**src/rtl/seout_pkg.sv**
```systemverilog
// ---------------------------------------------------------------------------
// seout_pkg
//
// Shared definitions for the scatter-engine output / update write-back path.
// Holds the update word width, the padding word used to fill out a partial
// memory line at the end of a phase, the write-back controller state type and
// a small helper for sizing fill counters.
// ---------------------------------------------------------------------------
package seout_pkg;

  // Width of one serialized update word coming out of the scatter engine.
  localparam int WORD_W = 64;

  // Unused slots of a flushed partial line are filled with all-ones so that
  // the consumer can tell them apart from real updates.
  localparam logic [WORD_W-1:0] PAD_WORD = 64'hFFFF_FFFF_FFFF_FFFF;

  // Write-back controller phases.
  typedef enum logic [1:0] {
    ST_IDLE  = 2'd0,
    ST_FILL  = 2'd1,
    ST_FLUSH = 2'd2,
    ST_DRAIN = 2'd3
  } wb_state_e;

  // Bits needed to count 0..words inclusive (a full line is a legal count).
  function automatic int cntWidth(input int words);
    return $clog2(words + 1);
  endfunction

endpackage

```
**src/rtl/update_line_packer.sv**
```systemverilog
// ---------------------------------------------------------------------------
// update_line_packer
//
// Packing register for the update write-back path. Collects 64-bit update
// words into one memory line and exposes the line, already padded with
// PAD_WORD in every slot at or beyond the current fill count.
//
// Ports:
//   clk      - clock, rising edge
//   rst      - asynchronous active-high reset
//   clear_i  - discard any buffered words (start of a new phase)
//   push_i   - store word_i this cycle
//   word_i   - update word to store
//   take_i   - the current contents are being moved out this cycle
//   count_o  - number of valid words held (0..WORDS_PER_LINE)
//   line_o   - packed line, slot 0 in bits [63:0], padded past count_o
// ---------------------------------------------------------------------------
module update_line_packer
  import seout_pkg::*;
#(
  parameter int WORDS_PER_LINE = 8,
  parameter int CNT_W          = cntWidth(WORDS_PER_LINE)
) (
  input  logic                             clk,
  input  logic                             rst,
  input  logic                             clear_i,
  input  logic                             push_i,
  input  logic [WORD_W-1:0]                word_i,
  input  logic                             take_i,
  output logic [CNT_W-1:0]                 count_o,
  output logic [WORD_W*WORDS_PER_LINE-1:0] line_o
);

  logic [WORD_W-1:0] slot_q [WORDS_PER_LINE];
  logic [CNT_W-1:0]  count_q;
  logic [CNT_W-1:0]  count_d;
  logic [CNT_W-1:0]  writeIdx;

  // Work out where an incoming word lands and what the fill count becomes.
  // When the line is taken in the same cycle a word arrives, that word is
  // the first word of the next line, so it goes to slot 0 and the count
  // restarts at 1 instead of 0.
  always_comb begin
    writeIdx = take_i ? '0 : count_q;
    count_d  = count_q;
    if (clear_i) begin
      count_d = '0;
    end else if (take_i) begin
      count_d = push_i ? CNT_W'(1) : '0;
    end else if (push_i) begin
      count_d = count_q + CNT_W'(1);
    end
  end

  // Fill counter and word slots. Slots are compared against the write index
  // one by one rather than indexed directly, which keeps the index width
  // independent of the array depth.
  always_ff @(posedge clk or posedge rst) begin
    if (rst) begin
      count_q <= '0;
      for (int i = 0; i < WORDS_PER_LINE; i++) begin
        slot_q[i] <= '0;
      end
    end else begin
      count_q <= count_d;
      for (int i = 0; i < WORDS_PER_LINE; i++) begin
        if (push_i && !clear_i && (writeIdx == CNT_W'(i))) begin
          slot_q[i] <= word_i;
        end
      end
    end
  end

  // Present the line with every slot that does not yet hold a real word
  // replaced by the pad pattern, so a flush can move it out unchanged.
  always_comb begin
    line_o = '0;
    for (int i = 0; i < WORDS_PER_LINE; i++) begin
      line_o[i*WORD_W +: WORD_W] = (CNT_W'(i) < count_q) ? slot_q[i] : PAD_WORD;
    end
  end

  assign count_o = count_q;

endmodule

```
**src/rtl/update_wb_ctrl.sv**
```systemverilog
// ---------------------------------------------------------------------------
// update_wb_ctrl
//
// Write-back controller for serialized scatter-engine updates. Words arriving
// during a write phase are packed into memory lines, staged in a single output
// line register and written to memory over a valid/ready handshake at
// consecutive line addresses starting from the phase base address.
//
// Ports:
//   clk              - clock, rising edge
//   rst              - asynchronous active-high reset
//   start            - one-cycle pulse opening a phase, samples base_addr
//   base_addr        - byte address of the first line of the phase
//   input_word       - serialized update word
//   input_valid      - input_word valid this cycle
//   flush            - one-cycle pulse: no more updates in this phase
//   wr_addr          - byte address of the offered line
//   wr_data          - packed line, first received word in bits [63:0]
//   wr_valid         - output line register occupied
//   wr_ready         - memory accepts the line this cycle
//   se_stall_request - registered back-pressure to the scatter engine
//   done             - one-cycle pulse when the phase is fully written
//   lines_written    - lines accepted by memory in the current phase
//   overflow         - sticky: a word arrived with no free slot and was lost
// ---------------------------------------------------------------------------
module update_wb_ctrl
  import seout_pkg::*;
#(
  parameter int WORDS_PER_LINE = 8,
  parameter int ADDR_W         = 32
) (
  input  logic                             clk,
  input  logic                             rst,
  input  logic                             start,
  input  logic [ADDR_W-1:0]                base_addr,
  input  logic [WORD_W-1:0]                input_word,
  input  logic                             input_valid,
  input  logic                             flush,
  output logic [ADDR_W-1:0]                wr_addr,
  output logic [WORD_W*WORDS_PER_LINE-1:0] wr_data,
  output logic                             wr_valid,
  input  logic                             wr_ready,
  output logic                             se_stall_request,
  output logic                             done,
  output logic [31:0]                      lines_written,
  output logic                             overflow
);

  localparam int                CNT_W      = cntWidth(WORDS_PER_LINE);
  localparam int                LINE_W     = WORD_W * WORDS_PER_LINE;
  localparam logic [CNT_W-1:0]  FULL_CNT   = CNT_W'(WORDS_PER_LINE);
  localparam logic [CNT_W-1:0]  STALL_CNT  = CNT_W'(WORDS_PER_LINE - 2);
  localparam logic [ADDR_W-1:0] LINE_BYTES = ADDR_W'(8 * WORDS_PER_LINE);

  wb_state_e         state_q, state_d;
  logic [ADDR_W-1:0] nextAddr_q, nextAddr_d;
  logic [ADDR_W-1:0] wrAddr_q, wrAddr_d;
  logic [LINE_W-1:0] wrData_q, wrData_d;
  logic              wrValid_q, wrValid_d;
  logic              stall_q, stall_d;
  logic              done_q, done_d;
  logic [31:0]       linesWritten_q, linesWritten_d;
  logic              overflow_q, overflow_d;

  logic [CNT_W-1:0]  fillCount;
  logic [LINE_W-1:0] packedLine;
  logic              handshake;
  logic              outFree;
  logic              packerFull;
  logic              take;
  logic              push;
  logic              dropWord;
  logic              clearPacker;

  // Decide this cycle's movements between input, packing register and output
  // register. The output register can accept a line when it is empty or when
  // its current line is being handed to memory in the same cycle. During FILL
  // only a completely full packing register is moved; during FLUSH whatever
  // is left is moved (the packer supplies the padding). A word arriving while
  // the packing register is full and cannot be moved has nowhere to go.
  always_comb begin
    handshake   = wrValid_q && wr_ready;
    outFree     = !wrValid_q || wr_ready;
    packerFull  = (fillCount == FULL_CNT);
    clearPacker = (state_q == ST_IDLE) && start;
    take        = 1'b0;
    if (state_q == ST_FILL) begin
      take = packerFull && outFree;
    end else if (state_q == ST_FLUSH) begin
      take = (fillCount != '0) && outFree;
    end
    push     = (state_q == ST_FILL) && input_valid && (!packerFull || take);
    dropWord = (state_q == ST_FILL) && input_valid && packerFull && !take;
  end

  update_line_packer #(
    .WORDS_PER_LINE (WORDS_PER_LINE),
    .CNT_W          (CNT_W)
  ) uPacker (
    .clk     (clk),
    .rst     (rst),
    .clear_i (clearPacker),
    .push_i  (push),
    .word_i  (input_word),
    .take_i  (take),
    .count_o (fillCount),
    .line_o  (packedLine)
  );

  // Phase sequencing. A flush pulse in FILL still lets a coincident word in
  // (it is handled by the push logic above), then FLUSH waits until the
  // leftover partial line has been moved to the output register. DRAIN ends
  // the phase once the output register is empty or emptying this cycle, so
  // done appears the cycle right after the last handshake.
  always_comb begin
    state_d = state_q;
    done_d  = 1'b0;
    case (state_q)
      ST_IDLE: begin
        if (start) begin
          state_d = ST_FILL;
        end
      end
      ST_FILL: begin
        if (flush) begin
          state_d = ST_FLUSH;
        end
      end
      ST_FLUSH: begin
        if ((fillCount == '0) || take) begin
          state_d = ST_DRAIN;
        end
      end
      ST_DRAIN: begin
        if (outFree) begin
          done_d  = 1'b1;
          state_d = ST_IDLE;
        end
      end
      default: begin
        state_d = ST_IDLE;
      end
    endcase
  end

  // Output line register, line addressing and phase status. A new line is
  // only loaded when the register is free, so data and address stay put for
  // as long as memory holds wr_ready low. The next line address simply
  // advances by one line per moved line and wraps naturally at ADDR_W bits.
  // The stall request looks at the packer being nearly full while the output
  // register is occupied; being registered, it leaves two words of slack.
  always_comb begin
    nextAddr_d     = nextAddr_q;
    wrAddr_d       = wrAddr_q;
    wrData_d       = wrData_q;
    wrValid_d      = wrValid_q;
    linesWritten_d = linesWritten_q;
    overflow_d     = overflow_q | dropWord;
    stall_d        = (fillCount >= STALL_CNT) && wrValid_q;

    if (clearPacker) begin
      nextAddr_d = base_addr;
    end

    if (take) begin
      wrValid_d  = 1'b1;
      wrData_d   = packedLine;
      wrAddr_d   = nextAddr_q;
      nextAddr_d = nextAddr_q + LINE_BYTES;
    end else if (handshake) begin
      wrValid_d = 1'b0;
    end

    if (clearPacker) begin
      linesWritten_d = '0;
    end else if (handshake) begin
      linesWritten_d = linesWritten_q + 32'd1;
    end
  end

  // State and output registers. Reset drops any partial or pending line and
  // returns to IDLE, so nothing is written until the next start.
  always_ff @(posedge clk or posedge rst) begin
    if (rst) begin
      state_q        <= ST_IDLE;
      nextAddr_q     <= '0;
      wrAddr_q       <= '0;
      wrData_q       <= '0;
      wrValid_q      <= 1'b0;
      stall_q        <= 1'b0;
      done_q         <= 1'b0;
      linesWritten_q <= '0;
      overflow_q     <= 1'b0;
    end else begin
      state_q        <= state_d;
      nextAddr_q     <= nextAddr_d;
      wrAddr_q       <= wrAddr_d;
      wrData_q       <= wrData_d;
      wrValid_q      <= wrValid_d;
      stall_q        <= stall_d;
      done_q         <= done_d;
      linesWritten_q <= linesWritten_d;
      overflow_q     <= overflow_d;
    end
  end

  assign wr_addr          = wrAddr_q;
  assign wr_data          = wrData_q;
  assign wr_valid         = wrValid_q;
  assign se_stall_request = stall_q;
  assign done             = done_q;
  assign lines_written    = linesWritten_q;
  assign overflow         = overflow_q;

endmodule

```
**config.mk**
```make
export PLATFORM = sky130hd
export DESIGN_NAME = update_wb_ctrl
export DESIGN_NICKNAME = d
export VERILOG_FILES = /design/src/rtl/seout_pkg.sv /design/src/rtl/update_line_packer.sv /design/src/rtl/update_wb_ctrl.sv
export SDC_FILE = /design/constraint.sdc
export NUM_CORES = 2
export LEC_CHECK = 0
export ABC_AREA = 0
export ABC_CLOCK_PERIOD_IN_PS = 24300
export CAP_MARGIN = 20
export CORE_UTILIZATION = 55
export DETAILED_ROUTE_END_ITERATION = 6
export GPL_TIMING_DRIVEN = 0
export HOLD_SLACK_MARGIN = 0.12
export PLACE_DENSITY = 0.76
export RECOVER_POWER = 25
export SLEW_MARGIN = 20
export SYNTH_ARGS = -nofsm -noshare
export SYNTH_HDL_FRONTEND = slang
export SYNTH_HIERARCHICAL = 1
export SYNTH_SLANG_ARGS = --single-unit
```
**constraint.sdc**
```tcl
create_clock -name clk -period 24.3 [get_ports clk]
set_input_delay 3.645 -clock clk [delete_from_list [all_inputs] [get_ports clk]]
set_output_delay 3.645 -clock clk [all_outputs]
set_load 0.005 [all_outputs]
```
# Word-level counts from Yosys, hierarchy flattened
# Cells that the tools add are included.
[op_classes]
bitwise_logic = 1
muxes = 28
reduce_logical = 34
n_addsub = 3
n_eq_ne = 15
n_lt_le_gt_ge = 9
[op_table]
columns = ["op", "count"]
rows = [
  ["64-bit two-way mux", 8],
  ["32-bit two-way mux", 4],
  ["32-bit by 1-bit adder with 32-bit output (second input constant)", 1],
  ["32-bit by 7-bit adder with 32-bit output (second input constant)", 1],
  ["1-bit logical AND", 18],
  ["4-bit by 3-bit equality test with 1-bit output (second input constant)", 4],
  ["3-bit by 4-bit less-than comparator with 1-bit output (first input constant)", 4],
  ["4-bit two-way mux", 4],
  ["4-bit by 2-bit equality test with 1-bit output (second input constant)", 2],
  ["4-bit logical NOT", 2],
  ["1-bit by 4-bit less-than comparator with 1-bit output (first input constant)", 2],
  ["2-bit by 4-bit less-than comparator with 1-bit output (first input constant)", 2],
  ["2-bit two-way mux", 4],
  ["2-bit case mux with 4 select lines", 1],
  ["1-bit two-way mux", 7],
  ["2-bit != test (second input constant)", 3],
  ["2-bit nonzero test", 3],
  ["4-bit by 1-bit adder with 4-bit output (second input constant)", 1],
  ["2-bit equality test (second input constant)", 2],
  ["4-bit by 1-bit equality test with 1-bit output (second input constant)", 1],
  ["4-bit equality test (second input constant)", 1],
  ["4-bit by 3-bit greater-or-equal comparator with 1-bit output (second input constant)", 1],
  ["1-bit logical NOT", 4],
  ["4-bit AND reduction", 1],
  ["other kinds (7)", 9],
]
[totals]
in_bits = 102
output_inout_bits = 580
register_bits = 1130
elab_cells = 108

# Longest topological paths before layout
[logic_depth]
ltp_word = 10
ltp_mapped = 14
mapped_depth_nobuf = 8

# By module
# Netlist, hierarchy kept.
[by_module_without_submodules]
columns = ["mod", "seq_area_each_um2", "instances", "area_per_inst_um2", "cells_per_inst"]
rows = [
  ["update_wb_ctrl", 15364.7, 1, 24338.3, 2701],
  ["update_line_packer", 12912.4, 1, 23679.0, 1686],
]

# Least setup slack after synthesis
# Ideal clock, no wire load.
[synth_timing]
kind = "input to register"
startpoint = "input wr_ready"
endpoint = "register uPacker/slot_q[45] in the netlist's numbering"
arrival_ps = 5882
setup_slack_ps = 18293
required_time_ps = 24175
setup_ps = 125
path_buffers = 5
stages = 11
cell_sequence = "nor2b_1 -> or4_1 -> buf_4 -> clkinv_2 -> buf_2 -> buf_2 -> buf_6 -> nand4bb_4 -> nor4_4 -> buf_6 -> mux2_2"
[synth_between]
elab_chain_len = 8
word_cells_on_any_way = 11
cone_classes = "1 x eq/ne; 3 x mux; 7 x reduce/logical"
[synth_rtl]
columns = ["item", "line_no", "source"]
rows = [
  ["start: declaration", "update_wb_ctrl.sv:42", "input logic wr_ready,"],
  ["1-bit logical OR *", "update_wb_ctrl.sv:83", "outFree = !wrValid_q || wr_ready;"],
  ["1-bit logical AND", "update_wb_ctrl.sv:90", "take = (fillCount != '0) && outFree;"],
  ["1-bit two-way mux", "update_wb_ctrl.sv:89", "end else if (state_q == ST_FLUSH) begin"],
  ["1-bit two-way mux *", "update_wb_ctrl.sv:87", "if (state_q == ST_FILL) begin"],
  ["named net take", "update_wb_ctrl.sv:70", "logic take;"],
  ["parallel branches: the longest is 3 deep, another holds 4-bit two-way mux", "--", ""],
  ["1-bit logical AND *", "update_line_packer.sv:67", "if (push_i && !clear_i && (writeIdx == CNT_W'(i))) begin"],
  ["end signal: indexed assignment", "update_line_packer.sv:68", "slot_q[i] <= word_i;"],
  ["end: declaration", "update_line_packer.sv:34", "logic [WORD_W-1:0] slot_q [WORDS_PER_LINE];"],
]
# Mark *: on every way through the listed nets, which the timed path passes.
# A chain may end at the register's enable or synchronous reset.

==> impl_metrics.yaml <==
grt:
  antenna_found_initial: 5
  grt-ovfl-total: 0
  track_usage_pct: 33.9
  grt_pass1_vias: 35700
  grt_max_degree: 101
  grt_pass1_wl_um: 225000
cells_and_area:
  register_area_um2: 28300
  drive_above_1_share_pct: 25.3
  multi_input_area_um2: 17900
  area.growth.synth_to_final_pct: 26.3
  fin_nets: 5319
  fillers: 6287
synthesis:
  synthDistinctLibCells: 57
  synthDominantCellAreaShare_pct: 58.9
  yosys.area.top_type: "dfrtp_1"
  ys.flop_type: "dfrtp_1"
  postSynthCellCount: 4387
  yosys_warnings: 6
  synth_area_um2: 48000
  syn_avg_cell_area_um2: 10.9
  syn_nets: 4499
  synth_edf_count: 0
  ys_async_sr_fraction_pct: 100
  netlist_top_cells_area: "dfrtp_1, nand2_1, mux2_2, or2_2, mux2_4"
  yosysSeqAreaShare_pct: 58.9
  ys_ff_latch: 1130
setup_path:
  crit_start: "rst"
  critPathLaunchType: "input pin"
  worst_ep_arrival_time_ns: 10.73
  worstSetupPathType: "in -> async"
  worstPathCellList: "dlygate4sd3_1 -> clkinvlp_2 -> clkbuf_1"
  cp_max_fo: 98
  rr_startpoint: "uPacker/count_o[0]"
  crit_slowest_cell: "clkbuf_1"
  slowest_delay_ns: 4.13
  cp-end-kind: "asynchronous set/reset pin"
  crit_required_ns: 23.70
cts:
  cts_tree: "built"
  cts_resized: 0
  clock_latency_ns: 0.69
  postCtsHoldBufs: 0
  cts_sinks: 1130
  numCtsBuffers: 117
  post-cts-setup-buffers: 0
  clock_tree.buffer_depth: 3
  cts_root_buffer: "clkbuf_16"
  cts.htree.levels: 3
  path_clk_slew_ns: 0.06
min_path:
  hp-class: "reg -> reg"
  min-delay-start: "wr_data[346]"
timing:
  final_hold_viol_count: 0
  hold_slack_ns: 0.468
  relSlewSlack_pct: -280
  rsz0062_at_grt: "no"
  worstMarginPinSlew_ns: 5.70
  setup_slack_ns: 12.97
  fin_skew_ns: 0.0124
  finalSetupViolations: 0
  max_freq_mhz: 88.3
  finalCritPeriodShare_pct: 46.6
  slew_viol_final: 551
  tns_ns: 0
  period_needed_ns: 11.33
drt:
  via_count: 35100
  first_pass_iters: 5
  antenna_left: 0
  viasPerCell: 5.44
  route.detailed.drc: 0
  drt_iter0_markers: 2489
  routedWlPerCell_um: 23.2
  drt_wl_total_um: 150000
place:
  port_buffers: 681
  hpwlAfterDp_um: 107000
  dp_slack_ns: 16.46
  gp_congestion: 0.883
power:
  netSwitchingFraction_pct: 34.5
  max-vdd-ir-drop_mv: 0.0942
  power.density_nw_per_um2: 132
  p_int_mw: 5.24
  combPwrFrac_pct: 38.6
  pwr-share-clk_pct: 23.2
  switchingPower_mw: 2.75
  seqPwrFrac_pct: 38.1
  p_leak_nw: 29.7
  total_power_mw: 8.00
run_status:
  status: "finished, violations left"
  violations: "max-capacitance violations, max-slew violations"
job:
  cap_violations: 6
floorplan:
  die-height_um: 297
  io_pins: 682
  start_util_pct: 56.0
  dieArea_um2: 88500
  core_um2: 85800
  die_w_um: 297
  rows: 107
==> synth_stat cells (17+ instances only) <==
master and number:
buf_12 19, nor3_1 18, nor2_1 58, nand2_1 1677, nand2b_1 67, buf_2 76, mux2_1 25, or2_2 449
dfrtp_1 1130, buf_6 62, a21oi_1 21, clkbuf_1 79, xor2_1 17, nand4_1 19, mux2_4 180, mux2_2 307
nand3_1 20
==> critical path: cells and delay by family <==
| family | cells | cell delay, ns |
|---|---|---|
| buffers and inverters | 3 | 6.95 |
==> routing by layer <==
metal,share of wire [%],track usage (%),vias to the layer above,routed length (µm)
met5,0,0,-,0
met4,5.8,18.3,0,8720
met3,6.9,6.69,330,10400
met2,48,55.0,1289,71800
met1,39,43.0,17800,59100
li1,-,-,15700,-
==> path summary, 6_finish.rpt <==
check                                      end  slack (ns)  cells past startpoint
hold reg to reg                   wr_data[346]        0.47                      2
min in group asynchronous  uPacker/slot_q[392]        4.63                      2
setup / recovery            uPacker/slot_q[82]       12.97                      3
setup reg to reg           uPacker/slot_q[312]       19.35                     11
max in group clk           uPacker/slot_q[312]       16.51                     12
hold / removal                    wr_data[346]        0.47                      2
==> cells in the final DEF (no fill, tap or decap), drive strengths merged, types with 59 or more instances in the layout <==
cell type and instances:
buf 179, dfrtp 1130, nand2 1678, or2 449, mux2 512, clkbuf 263
clkdlybuf4s50 662, nand2b 67, nor2 59
==> per-stage QoR <==
stage / cells / utilization (%) / area, µm²
5_1_grt: 6452 / 70.7 / 60700
2_1_floorplan: 4387 / - / 48000
4_1_cts: 6450 / 70.8 / 60800
6_report: 6453 / 70.7 / 60700
3_3_place_gp: 6212 / 65.6 / 56300
3_5_place_dp: 6232 / 66.1 / 56800
==> registers in the layout, summed over array words and instances, names as in the netlist <==
name              flops
wr_data             512
wr_valid              1
se_stall_request      1
wr_addr              32
uPacker/slot_q      512
uPacker/count_o       4
overflow              1
state_q               2
done                  1
nextAddr_q           32
lines_written        32
==> cells by family after synthesis <==
logic type | Yosys count | synth area share (%)
adders and majority gates | 10 | 0.261
DFF | 1130 | 58.9
xor gates and xnor gates | 28 | 0.511
buffers and inverters | 260 | 3.90
and+or+nand+nor | 2367 | 21.9
muxes | 514 | 13.5
AOI/OAI and AO/OA | 78 | 1.05
==> final cells by class <==
type | instances | area share (%)
flip-flops and latches | 1130 | 46.6
clock inverters | 40 | 0.798
clock buffers | 178 | 5.82
well taps | 1144 | 2.36
inverters | 16 | 0.105
plain buffers | 244 | 2.99
diodes | 3 | 0.0124
repair buffers | 701 | 11.8
multi-input cells | 2997 | 29.5
==> power groups by stage <==
stage	Sequential (mW)	Clock, mW	Combinational, mW
4_1_cts	3.04	1.88	3.11
6_report	3.05	1.86	3.09
3_3_place_gp	3.04	0	2.99
5_1_grt	3.12	1.95	3.34
3_5_place_dp	3.06	0	3.08
2_1_floorplan	3.00	0	1.40
No activity file was read; power rests on OpenSTA's default activity.
